==> config.mk <==
export PLATFORM = sky130hd
export DESIGN_NAME = mem_port_arbiter
export DESIGN_NICKNAME = d
export VERILOG_FILES = /design/src/rtl/mem_port_arbiter.sv
export SDC_FILE = /design/constraint.sdc
export NUM_CORES = 1
export LEC_CHECK = 0
export ABC_AREA = 0
export BUFFER_PORTS_ARGS = -buffer_cell sky130_fd_sc_hd__buf_2
export CORE_AREA = 4 4 102 104
export DETAILED_ROUTE_END_ITERATION = 6
export DIE_AREA = 0 0 106 108
export HOLD_SLACK_MARGIN = 0.12
export PLACE_DENSITY = 0.59
export SLEW_MARGIN = 5
export SYNTH_ARGS = -nofsm -noshare
export SYNTH_HDL_FRONTEND = slang
export SYNTH_SLANG_ARGS = --single-unit
==> constraint.sdc <==
create_clock -name clk -period 2 [get_ports clk]
set_input_delay 0.3 -clock clk [delete_from_list [all_inputs] [get_ports clk]]
set_output_delay 0.3 -clock clk [all_outputs]
set_load 0.02 [all_outputs]
==> src/rtl/mem_port_arbiter.sv <==
// Shares one single-port synchronous-read memory between instruction fetch and data
// load/store. Data has priority, bounded by a starvation counter that forces an instruction grant.
module mem_port_arbiter #(
  parameter int ADDR_W     = 32,
  parameter int DATA_W     = 32,
  parameter int STARVE_MAX = 4
) (
  input  logic              clk,
  input  logic              rst,
  input  logic              i_req,
  input  logic [ADDR_W-1:0] i_addr,
  output logic              i_gnt,
  output logic              i_rvalid,
  output logic [DATA_W-1:0] i_rdata,
  input  logic              d_req,
  input  logic              d_we,
  input  logic [ADDR_W-1:0] d_addr,
  input  logic [DATA_W-1:0] d_wdata,
  output logic              d_gnt,
  output logic              d_rvalid,
  output logic [DATA_W-1:0] d_rdata,
  output logic              m_ce,
  output logic              m_we,
  output logic [ADDR_W-1:0] m_addr,
  output logic [DATA_W-1:0] m_wdata,
  input  logic [DATA_W-1:0] m_rdata
);

  localparam int CNT_W = $clog2(STARVE_MAX + 1);
  localparam logic [CNT_W-1:0] STARVE_LIM = CNT_W'(STARVE_MAX);

  typedef enum logic [1:0] {
    OWN_NONE = 2'd0,
    OWN_INST = 2'd1,
    OWN_DATA = 2'd2
  } owner_e;

  owner_e           owner_q, owner_d;
  logic [CNT_W-1:0] starve_cnt_q, starve_cnt_d;
  logic             starved_s;

  assign starved_s = i_req && (starve_cnt_q == STARVE_LIM);

  // Grant selection: data first unless instruction has waited STARVE_MAX data grants.
  always_comb begin
    i_gnt = 1'b0;
    d_gnt = 1'b0;
    if (!rst) begin
      i_gnt = 1'b0;
      d_gnt = 1'b0;
    end else if (d_req && !starved_s) begin
      d_gnt = 1'b1;
    end else if (i_req) begin
      i_gnt = 1'b1;
    end else begin
      i_gnt = 1'b0;
      d_gnt = 1'b0;
    end
  end

  // Memory command mux; every command field is zero on idle cycles.
  always_comb begin
    m_ce    = i_gnt | d_gnt;
    m_we    = 1'b0;
    m_addr  = {ADDR_W{1'b0}};
    m_wdata = {DATA_W{1'b0}};
    if (d_gnt) begin
      m_we    = d_we;
      m_addr  = d_addr;
      m_wdata = d_wdata;
    end else if (i_gnt) begin
      m_addr  = i_addr;
    end else begin
      m_we    = 1'b0;
    end
  end

  // Next response owner and starvation count.
  always_comb begin
    owner_d      = OWN_NONE;
    starve_cnt_d = starve_cnt_q;
    if (i_gnt) begin
      owner_d = OWN_INST;
    end else if (d_gnt && !d_we) begin
      owner_d = OWN_DATA;
    end else begin
      owner_d = OWN_NONE;
    end
    if (i_gnt || !i_req) begin
      starve_cnt_d = {CNT_W{1'b0}};
    end else if (d_gnt && (starve_cnt_q != STARVE_LIM)) begin
      starve_cnt_d = starve_cnt_q + {{(CNT_W-1){1'b0}}, 1'b1};
    end else begin
      starve_cnt_d = starve_cnt_q;
    end
  end

  // State registers; reset discards any in-flight read response.
  always_ff @(posedge clk) begin
    if (!rst) begin
      owner_q      <= OWN_NONE;
      starve_cnt_q <= {CNT_W{1'b0}};
    end else begin
      owner_q      <= owner_d;
      starve_cnt_q <= starve_cnt_d;
    end
  end

  assign i_rvalid = rst && (owner_q == OWN_INST);
  assign d_rvalid = rst && (owner_q == OWN_DATA);
  assign i_rdata  = i_rvalid ? m_rdata : {DATA_W{1'b0}};
  assign d_rdata  = d_rvalid ? m_rdata : {DATA_W{1'b0}};

endmodule

==> flow_metrics.py, run 1 <==
metrics = {
    "timing": {
        "grt_setup_unrepaired": "yes",
        "setup_viol": 0,
        "slew_viol_final": 0,
        "tns_ns": 0,
        "min_period_ns": 1.933,
        "worst_slack_ns": 0.06689,
        "clock.fmax_ghz": 0.5173,
        "worst_pin_slew_ns": 0.3152,
        "fin_skew_ns": 0.001343,
        "hold_violations": 0,
        "maxSlewHeadroom_pct": 78.96,
        "period_share_pct": 96.66,
    },
    "setup_path": {
        "max_stage_delay_ns": 0.34,
        "arrival_ns": 1.63,
        "worst_r2r_path_depth": 5,
        "cp_max_fo": 21,
        "cp.required_ns": 1.70,
        "startpoint_type": "register",
        "cp-end-kind": "output pin",
        "worstSetupPathType": "reg2out",
        "crit_chain": "inv_1 > ha_2 > and3_1 > buf_6 > o22ai_1 > buf_2",
        "crit_slowest_cell": "dfxtp_1",
        "rrSetupSlack_ns": 0.75,
    },
    "clock_network": {
        "clk_latency_ns": 0.22,
        "cts_tree": "built",
        "numCtsBuffers": 3,
        "clkSinkCount": 5,
        "cts-hold-fix-buffers": 0,
        "cts_setup_buffers": 0,
        "htree_levels": 1,
        "path_clk_slew_ns": 0.03,
        "cts.repair.resized": 4,
        "clockRootBuffer": "clkbuf_8",
        "clk_path_buf_depth": 2,
    },
    "finish": {
        "drive_gt1_share_pct": 58.28,
        "regArea_um2": 100.1,
        "fin_nets": 637,
        "syn_to_final_growth_pct": 87.99,
        "fillCellCount": 1062,
        "final-instance-count-excl-fill": 634,
        "diodes": 0,
        "design_area_um2": 3133,
        "multi_input_area_um2": 1366,
    },
    "yosys": {
        "syn_avg_cell_area_um2": 6.485,
        "synthesis.nets": 392,
        "ys_ff_latch": 5,
        "yosys.cell_types.count": 25,
        "synth-main-ff-cell": "dfxtp_1",
        "synth_edf_count": 0,
        "syn-cell-area_um2": 1667,
        "ys_warn_count": 0,
        "syn_inst": 257,
        "yosysSeqAreaShare_pct": 6.006,
        "async_flop_share_pct": 0,
    },
    "worst_hold_path": {
        "hp-class": "in2reg",
        "min_path_cells": 2,
    },
    "place": {
        "place_congestion": 0.7070,
        "dp_slack_ns": 0.1198,
        "dp.cells": 630,
        "dp_hpwl_um": 7071,
        "io_buffers": 266,
        "place_area_um2": 3054,
    },
    "global_route": {
        "grt_max_degree": 66,
        "antenna_found_initial": 0,
        "grtUsageTotal_pct": 12.94,
        "grt_pass1_vias": 2502,
        "grt.overflow.total": 0,
        "grt_pass1_wl_um": 12300,
    },
    "drt": {
        "detail-route-antenna-nets": 0,
        "avgRoutedWirePerCell_um": 13.48,
        "totalWireLength_um": 8549,
        "viasPerCell": 4.426,
        "firstDrtPassIters": 6,
        "drcViolationCount": 0,
        "drtIter0Drc": 186,
        "num_vias": 2806,
    },
    "outcome": {
        "outcome": "finished clean",
    },
    "die": {
        "initial_core_util_pct": 17.45,
        "coreArea_um2": 9549,
        "rows": 36,
        "pin_count": 267,
        "die-area_um2": 11450,
        "die_h_um": 108,
        "die_width_um": 106,
    },
    "pwr": {
        "powerDensity_nw_per_um2": 262.8,
        "leakage_uw": 0.001948,
        "ir_worst_vdd_v": 0.0001011,
    },
    "flow_run": {
        "maxCapViolCount": 0,
    },
}
## sequential cells by signal, summed over array words and instances (netlist names)
signal and cells:
starve_cnt_q 3, owner_q 2
## per-layer routing
layer,track usage (%),wire length [µm]
met3,2.507,740
met5,0,0
met4,4.348,133
met1,14.18,3152
met2,24.86,4522
## cell usage in the layout, fill, tap and decap left out
cell type and count:
or3b_1 1, buf_12 2, dfxtp_1 5, clkbuf_8 3
ha_1 1, nor3b_1 1, and4_1 1, and3_1 34
o22ai_1 21, a21oi_1 1, nand3_4 1, a21boi_4 1
buf_4 14, nand3_1 65, nor3_1 1, nand2b_1 1
and3b_1 2, nand2_1 3, inv_1 2, o22ai_2 11
buf_2 258, o21a_1 1, and2_1 65, nor2_1 3
buf_6 1, clkbuf_1 1, ha_2 1
## kinds of logic after synthesis
group / synth area share [%]
flops: 6.006
simple gates: 61.86
buf+inv: 12.61
fa+ha+maj: 1.501
compound gates: 18.02
## worst paths after layout
| check | start | endpoint |
|---|---|---|
| max | starve_cnt_q[0] | m_addr[18] |
| max reg2reg | starve_cnt_q[0] | owner_q[1] |
| min reg2reg | starve_cnt_q[0] | starve_cnt_q[0] |
| min | d_we | owner_q[1] |
## per-stage QoR
step           hold WS [ns]  util [%]  power [µW]
2_1_floorplan        0.3787         -       396.5
4_1_cts              0.2795     32.63       827.0
6_report             0.2741     32.81       823.4
3_3_place_gp         0.4458     31.98       628.4
5_1_grt              0.2803     32.81       879.8
3_5_place_dp         0.4444     31.98       635.2
## power breakdown
| part | internal [µW] | leakage, µW | switching, µW | total, µW |
|---|---|---|---|---|
| clock network | 137 | 0.0000228 | 48.4 | 185 |
| registers | 103 | 0.0000408 | 1.24 | 104 |
| logic | 236 | 0.00188 | 298 | 534 |
## Yosys cell counts (all sizes together), types with 2 or more instances
| cell | number | area (µm²) |
|---|---|---|
| and2 | 65 | 406.6 |
| o22ai | 32 | 269.0 |
| nand3 | 66 | 335.3 |
| inv | 2 | 7.510 |
| and3b | 2 | 17.52 |
| dfxtp | 5 | 100.1 |
| buf | 24 | 161.4 |
| ha | 2 | 25.02 |
| clkbuf | 11 | 41.29 |
| and3 | 34 | 212.7 |
| nor2 | 3 | 11.26 |
| nand2 | 3 | 11.26 |
## area by class of cell
class / count / share of cell area (%)
multi-input cells: 215 / 43.61
flip-flops and latches: 5 / 3.195
inverters: 2 / 0.2396
well taps: 133 / 5.312
clock buffers: 4 / 1.438
repair buffers: 275 / 46.21
## worst max-delay path: cells and delay by family, from the launching register on
family / cells / cell delay, ns
buf+inv: 3 / 0.43
fa+ha+maj: 1 / 0.23
simple gates: 1 / 0.22
flops: 1 / 0.34
compound gates: 1 / 0.19
Note: power is estimated with default switching activity, not from simulation.
==> run 2, diff against run 1 <==
==> constraint.sdc (replaced) <==
create_clock -name clk -period 2.2 [get_ports clk]
set_input_delay 0.44 -clock clk [delete_from_list [all_inputs] [get_ports clk]]
set_output_delay 0.44 -clock clk [all_outputs]
set_load 0.02 [all_outputs]
==> flow_metrics.py, run 2 (same netlist as run 1, synthesis figures left out) <==
metrics = {
    "finish": {
        "layout_commonest_cell": "buf_2",
        "largest_reg_flops": 3,
        "diodes": 0,
        "drive_gt1_share_pct": 58.28,
        "syn_to_final_growth_pct": 86.56,
        "reg.largest.list": "starve_cnt_q: 3 flops, owner_q: 2 flops",
        "fillCellCount": 1050,
        "utilization_pct": 32.56,
        "final_cell_mix": "266 x buf_2, 65 x and2_1, 65 x nand3_1",
        "fin_nets": 637,
        "largest_register": "starve_cnt_q",
    },
    "drt": {
        "drtIter0Drc": 242,
        "viasPerCell": 4.382,
        "detail-route-antenna-nets": 0,
        "firstDrtPassIters": 5,
        "avgRoutedWirePerCell_um": 13.45,
        "totalWireLength_um": 8528,
        "drcViolationCount": 0,
        "num_vias": 2778,
    },
    "timing": {
        "grt_setup_unrepaired": "no",
        "hold_violations": 0,
        "holdWs_ns": 0.4235,
        "setup_viol": 0,
        "tns_ns": 0,
        "slew_viol_final": 0,
        "clock.fmax_ghz": 0.4748,
        "period_share_pct": 95.73,
        "min_period_ns": 2.106,
        "worst_pin_slew_ns": 0.3334,
        "maxSlewHeadroom_pct": 77.78,
        "fin_skew_ns": 0.003143,
    },
    "setup_path": {
        "cp.depth": 6,
        "crit_family": "buffers and inverters",
        "cp.required_ns": 1.76,
        "worst_r2r_path_depth": 5,
        "path_buf_inv": 3,
        "crit_slowest_cell": "dfxtp_1",
        "cp-end-kind": "output pin",
        "cp_max_fo": 32,
        "rrSetupSlack_ns": 0.97,
        "crit_chain": "inv_1 > ha_2 > and3_1 > buf_12 > o22ai_1 > buf_2",
        "startpoint_type": "register",
        "worstSetupPathType": "reg2out",
        "max_stage_delay_ns": 0.35,
        "arrival_ns": 1.67,
    },
    "global_route": {
        "grt.overflow.total": 0,
        "grtUsageMet2_pct": 24.32,
        "grt_pass1_wl_um": 12130,
        "antenna_found_initial": 0,
        "globalRoute.busiestLayer": "met2",
        "grt_pass1_vias": 2438,
        "met1_usage_pct": 14.72,
        "grtUsageTotal_pct": 12.81,
        "grt_max_degree": 66,
        "grtUsageMet3_pct": 2.687,
    },
    "flow_run": {
        "maxCapViolCount": 0,
    },
    "die": {
        "coreArea_um2": 9549,
        "die_h_um": 108,
        "die-area_um2": 11450,
        "initial_core_util_pct": 17.45,
        "pin_count": 267,
        "rows": 36,
        "die_width_um": 106,
    },
    "place": {
        "dp_hpwl_um": 7129,
        "io_buffers": 266,
        "place_congestion": 0.7266,
    },
    "clock_network": {
        "numCtsBuffers": 3,
        "path_clk_slew_ns": 0.04,
        "clockRootBuffer": "clkbuf_8",
        "clkSinkCount": 5,
        "htree_levels": 1,
        "clk_latency_ns": 0.22,
        "cts_tree": "built",
        "cts_setup_buffers": 0,
        "clk_path_buf_depth": 2,
        "cts-hold-fix-buffers": 0,
    },
    "worst_hold_path": {
        "hp-class": "in2reg",
        "min_path_cells": 2,
    },
    "outcome": {
        "outcome": "finished clean",
    },
    "pwr": {
        "power_uw": 740.2,
        "powerDensity_nw_per_um2": 238.1,
        "leakage_uw": 0.001943,
        "ir_worst_vdd_v": 0.0001927,
    },
}
==> run 2: layout make-up <==
| class | count | area, µm² | share of cell area (%) |
|---|---|---|---|
| timing repair buffer | 275 | 1424 | 45.79 |
| multi-input combinational | 215 | 1366 | 43.94 |
| tap | 133 | 166.4 | 5.352 |
| sequential | 5 | 100.1 | 3.219 |
| clock buffer | 4 | 45.04 | 1.449 |
| inverter | 2 | 7.507 | 0.2414 |
==> run 2: final timing paths <==
path | from | end
setup / recovery | starve_cnt_q[0] | m_addr[17]
hold / removal | d_we | owner_q[1]
setup reg to reg | starve_cnt_q[0] | owner_q[0]
hold reg to reg | starve_cnt_q[0] | starve_cnt_q[0]
==> run 2: through the flow <==
stage / instances / setup slack [ns] / instance area, µm²
final: 634 / 0.09402 / 3109
after global routing: 634 / 0.003043 / 3109
after CTS: 634 / 0.007867 / 3107
after detailed placement: 630 / 0.1868 / 3054
after global placement: 630 / 0.2461 / 3054
after floorplan: 257 / 0.2862 / 1667
==> run 2: routing by layer <==
metal	wire length, µm	up-vias	part of all wire [%]
met5	0	-	0
met4	78	0	0.91
met3	815	4	9.6
met2	4500	141	53
met1	3134	1234	37
li1	-	1399	-
==> run 2: what timing repair did <==
| action | 4_1_cts | 5_1_grt |
|---|---|---|
| gates resized for setup | 1 | 1 |
| endpoints found under the setup margin | 33 | 32 |
| endpoints found under the hold margin | 0 | 0 |
==> run 2: power breakdown <==
part / total, µW / internal (µW) / switching, µW
Sequential: 95.0 / 93.7 / 1.29
Combinational: 479 / 208 / 270
Clock: 166 / 124 / 42.2
Total: 740 / 426 / 314
==> run 3, diff against run 2 <==
--- a/config.mk
+++ b/config.mk
@@ -10,8 +10,9 @@
 export CORE_AREA = 4 4 102 104
 export DETAILED_ROUTE_END_ITERATION = 6
 export DIE_AREA = 0 0 106 108
-export HOLD_SLACK_MARGIN = 0.12
+export HOLD_SLACK_MARGIN = 0.06
 export PLACE_DENSITY = 0.59
+export REMOVE_ABC_BUFFERS = 1
 export SLEW_MARGIN = 5
 export SYNTH_ARGS = -nofsm -noshare
 export SYNTH_HDL_FRONTEND = slang
==> flow_metrics.py, run 3 (same netlist as run 1, synthesis figures left out) <==
metrics = {
    "timing": {
        "setup_viol": 0,
        "min_period_ns": 2.103,
        "clock.fmax_ghz": 0.4755,
        "maxSlewHeadroom_pct": 79.49,
        "worst_pin_slew_ns": 0.3077,
        "fin_skew_ns": 0.002911,
        "grt_setup_unrepaired": "no",
        "tns_ns": 0,
        "slew_viol_final": 0,
        "period_share_pct": 95.59,
        "worst_slack_ns": 0.09702,
        "hold_violations": 0,
    },
    "die": {
        "rows": 36,
        "coreArea_um2": 9549,
        "die_width_um": 106,
        "pin_count": 267,
        "die_h_um": 108,
        "initial_core_util_pct": 17.45,
        "die-area_um2": 11450,
    },
    "setup_path": {
        "startpoint_type": "register",
        "crit_family": "buffers and inverters",
        "crit_chain": "inv_1 > ha_2 > and3_4 > buf_12 > o22ai_1 > buf_2",
        "path_buf_inv": 3,
        "arrival_ns": 1.66,
        "cp-end-kind": "output pin",
        "r2r-start": "starve_cnt_q[0]",
        "cp_max_fo": 30,
        "crit_slowest_cell": "dfxtp_1",
        "worstSetupPathType": "reg2out",
        "crit_start": "starve_cnt_q[0]",
        "max_stage_delay_ns": 0.34,
        "cp.required_ns": 1.76,
    },
    "clock_network": {
        "cts-hold-fix-buffers": 0,
        "clk_path_buf_depth": 2,
        "clockRootBuffer": "clkbuf_8",
        "cts_tree": "built",
        "clk_latency_ns": 0.22,
        "htree_levels": 1,
        "path_clk_slew_ns": 0.04,
        "numCtsBuffers": 3,
        "clkSinkCount": 5,
        "cts_setup_buffers": 0,
    },
    "global_route": {
        "grt.overflow.total": 0,
        "grt_max_degree": 62,
        "antenna_found_initial": 1,
        "grtUsageTotal_pct": 12.48,
        "grt_pass1_wl_um": 11840,
        "grt_pass1_vias": 2465,
    },
    "finish": {
        "fin_nets": 637,
        "diodes": 0,
        "reg.largest.list": "starve_cnt_q: 3 flops, owner_q: 2 flops",
        "largest_reg_flops": 3,
        "largest_register": "starve_cnt_q",
        "fillCellCount": 1054,
        "utilization_pct": 32.86,
        "layout_commonest_cell": "buf_2",
        "final_cell_mix": "264 x buf_2, 65 x and2_1, 65 x nand3_1",
        "drive_gt1_share_pct": 58.68,
        "syn_to_final_growth_pct": 88.29,
    },
    "drt": {
        "avgRoutedWirePerCell_um": 13.11,
        "num_vias": 2807,
        "drtIter0Drc": 123,
        "viasPerCell": 4.427,
        "drcViolationCount": 0,
        "detail-route-antenna-nets": 0,
        "firstDrtPassIters": 4,
        "totalWireLength_um": 8314,
    },
    "pwr": {
        "powerDensity_nw_per_um2": 238.6,
        "ir_worst_vdd_v": 0.00009753,
        "leakage_uw": 0.001948,
        "power_uw": 748.6,
    },
    "outcome": {
        "outcome": "finished clean",
    },
    "place": {
        "dp_hpwl_um": 7146,
        "io_buffers": 266,
        "place_congestion": 0.8345,
        "dp_slack_ns": 0.1731,
    },
    "worst_hold_path": {
        "hold_start": "d_we",
        "hp-class": "in2reg",
    },
    "flow_run": {
        "maxCapViolCount": 0,
    },
}
[run 3: per-stage QoR]
stage / std cells / hold WS, ns / cell area, µm²
final: 634 / 0.4034 / 3138
after global routing: 634 / 0.4262 / 3138
after CTS: 634 / 0.4008 / 3136
after detailed placement: 630 / 0.4484 / 3067
after floorplan: 222 / 0.4257 / 1464
after global placement: 630 / 0.4460 / 3067
[run 3: worst paths after layout]
check / endpoint / slack (ns) / cells past startpoint
worst max register to register: starve_cnt_q[2] / 1.03 / 4
worst min-delay path: owner_q[1] / 0.40 / 2
worst max-delay path: m_addr[31] / 0.1 / 6
worst min register to register: starve_cnt_q[0] / 0.46 / 1
[run 3: worst reg2reg max path, stage by stage (launching register included)]
cell	delay, ns
dfxtp_1	0.34
inv_1	0.06
ha_2	0.23
or3b_1	0.36
a21oi_1	0.12
[run 3: power by group]
group	switching, µW	leakage (µW)	internal (µW)
logic	274	0.00188	213
clock network	42.7	0.0000228	124
registers	1.16	0.0000408	93.7
[run 3: final cells by class]
type / instances / area (µm²) / area share [%]
Timing Repair Buffer: 275 / 1441 / 45.93
Multi-Input combinational cell: 215 / 1378 / 43.90
Tap cell: 133 / 166.4 / 5.303
Sequential cell: 5 / 100.1 / 3.190
Clock buffer: 4 / 45.04 / 1.435
Inverter: 2 / 7.507 / 0.2392
[run 3: timing repair]
action,CTS,global route
resized for setup,6,1
cloned,0,0
setup endpoints to repair,8,15
[run 3: per-layer routing]
layer,vias to the layer above,wire [µm],global-route usage [%]
met4,2,122,3.700
li1,1401,-,-
met5,-,13,0
met3,10,1014,3.881
met2,166,3969,22.50
met1,1228,3193,14.16
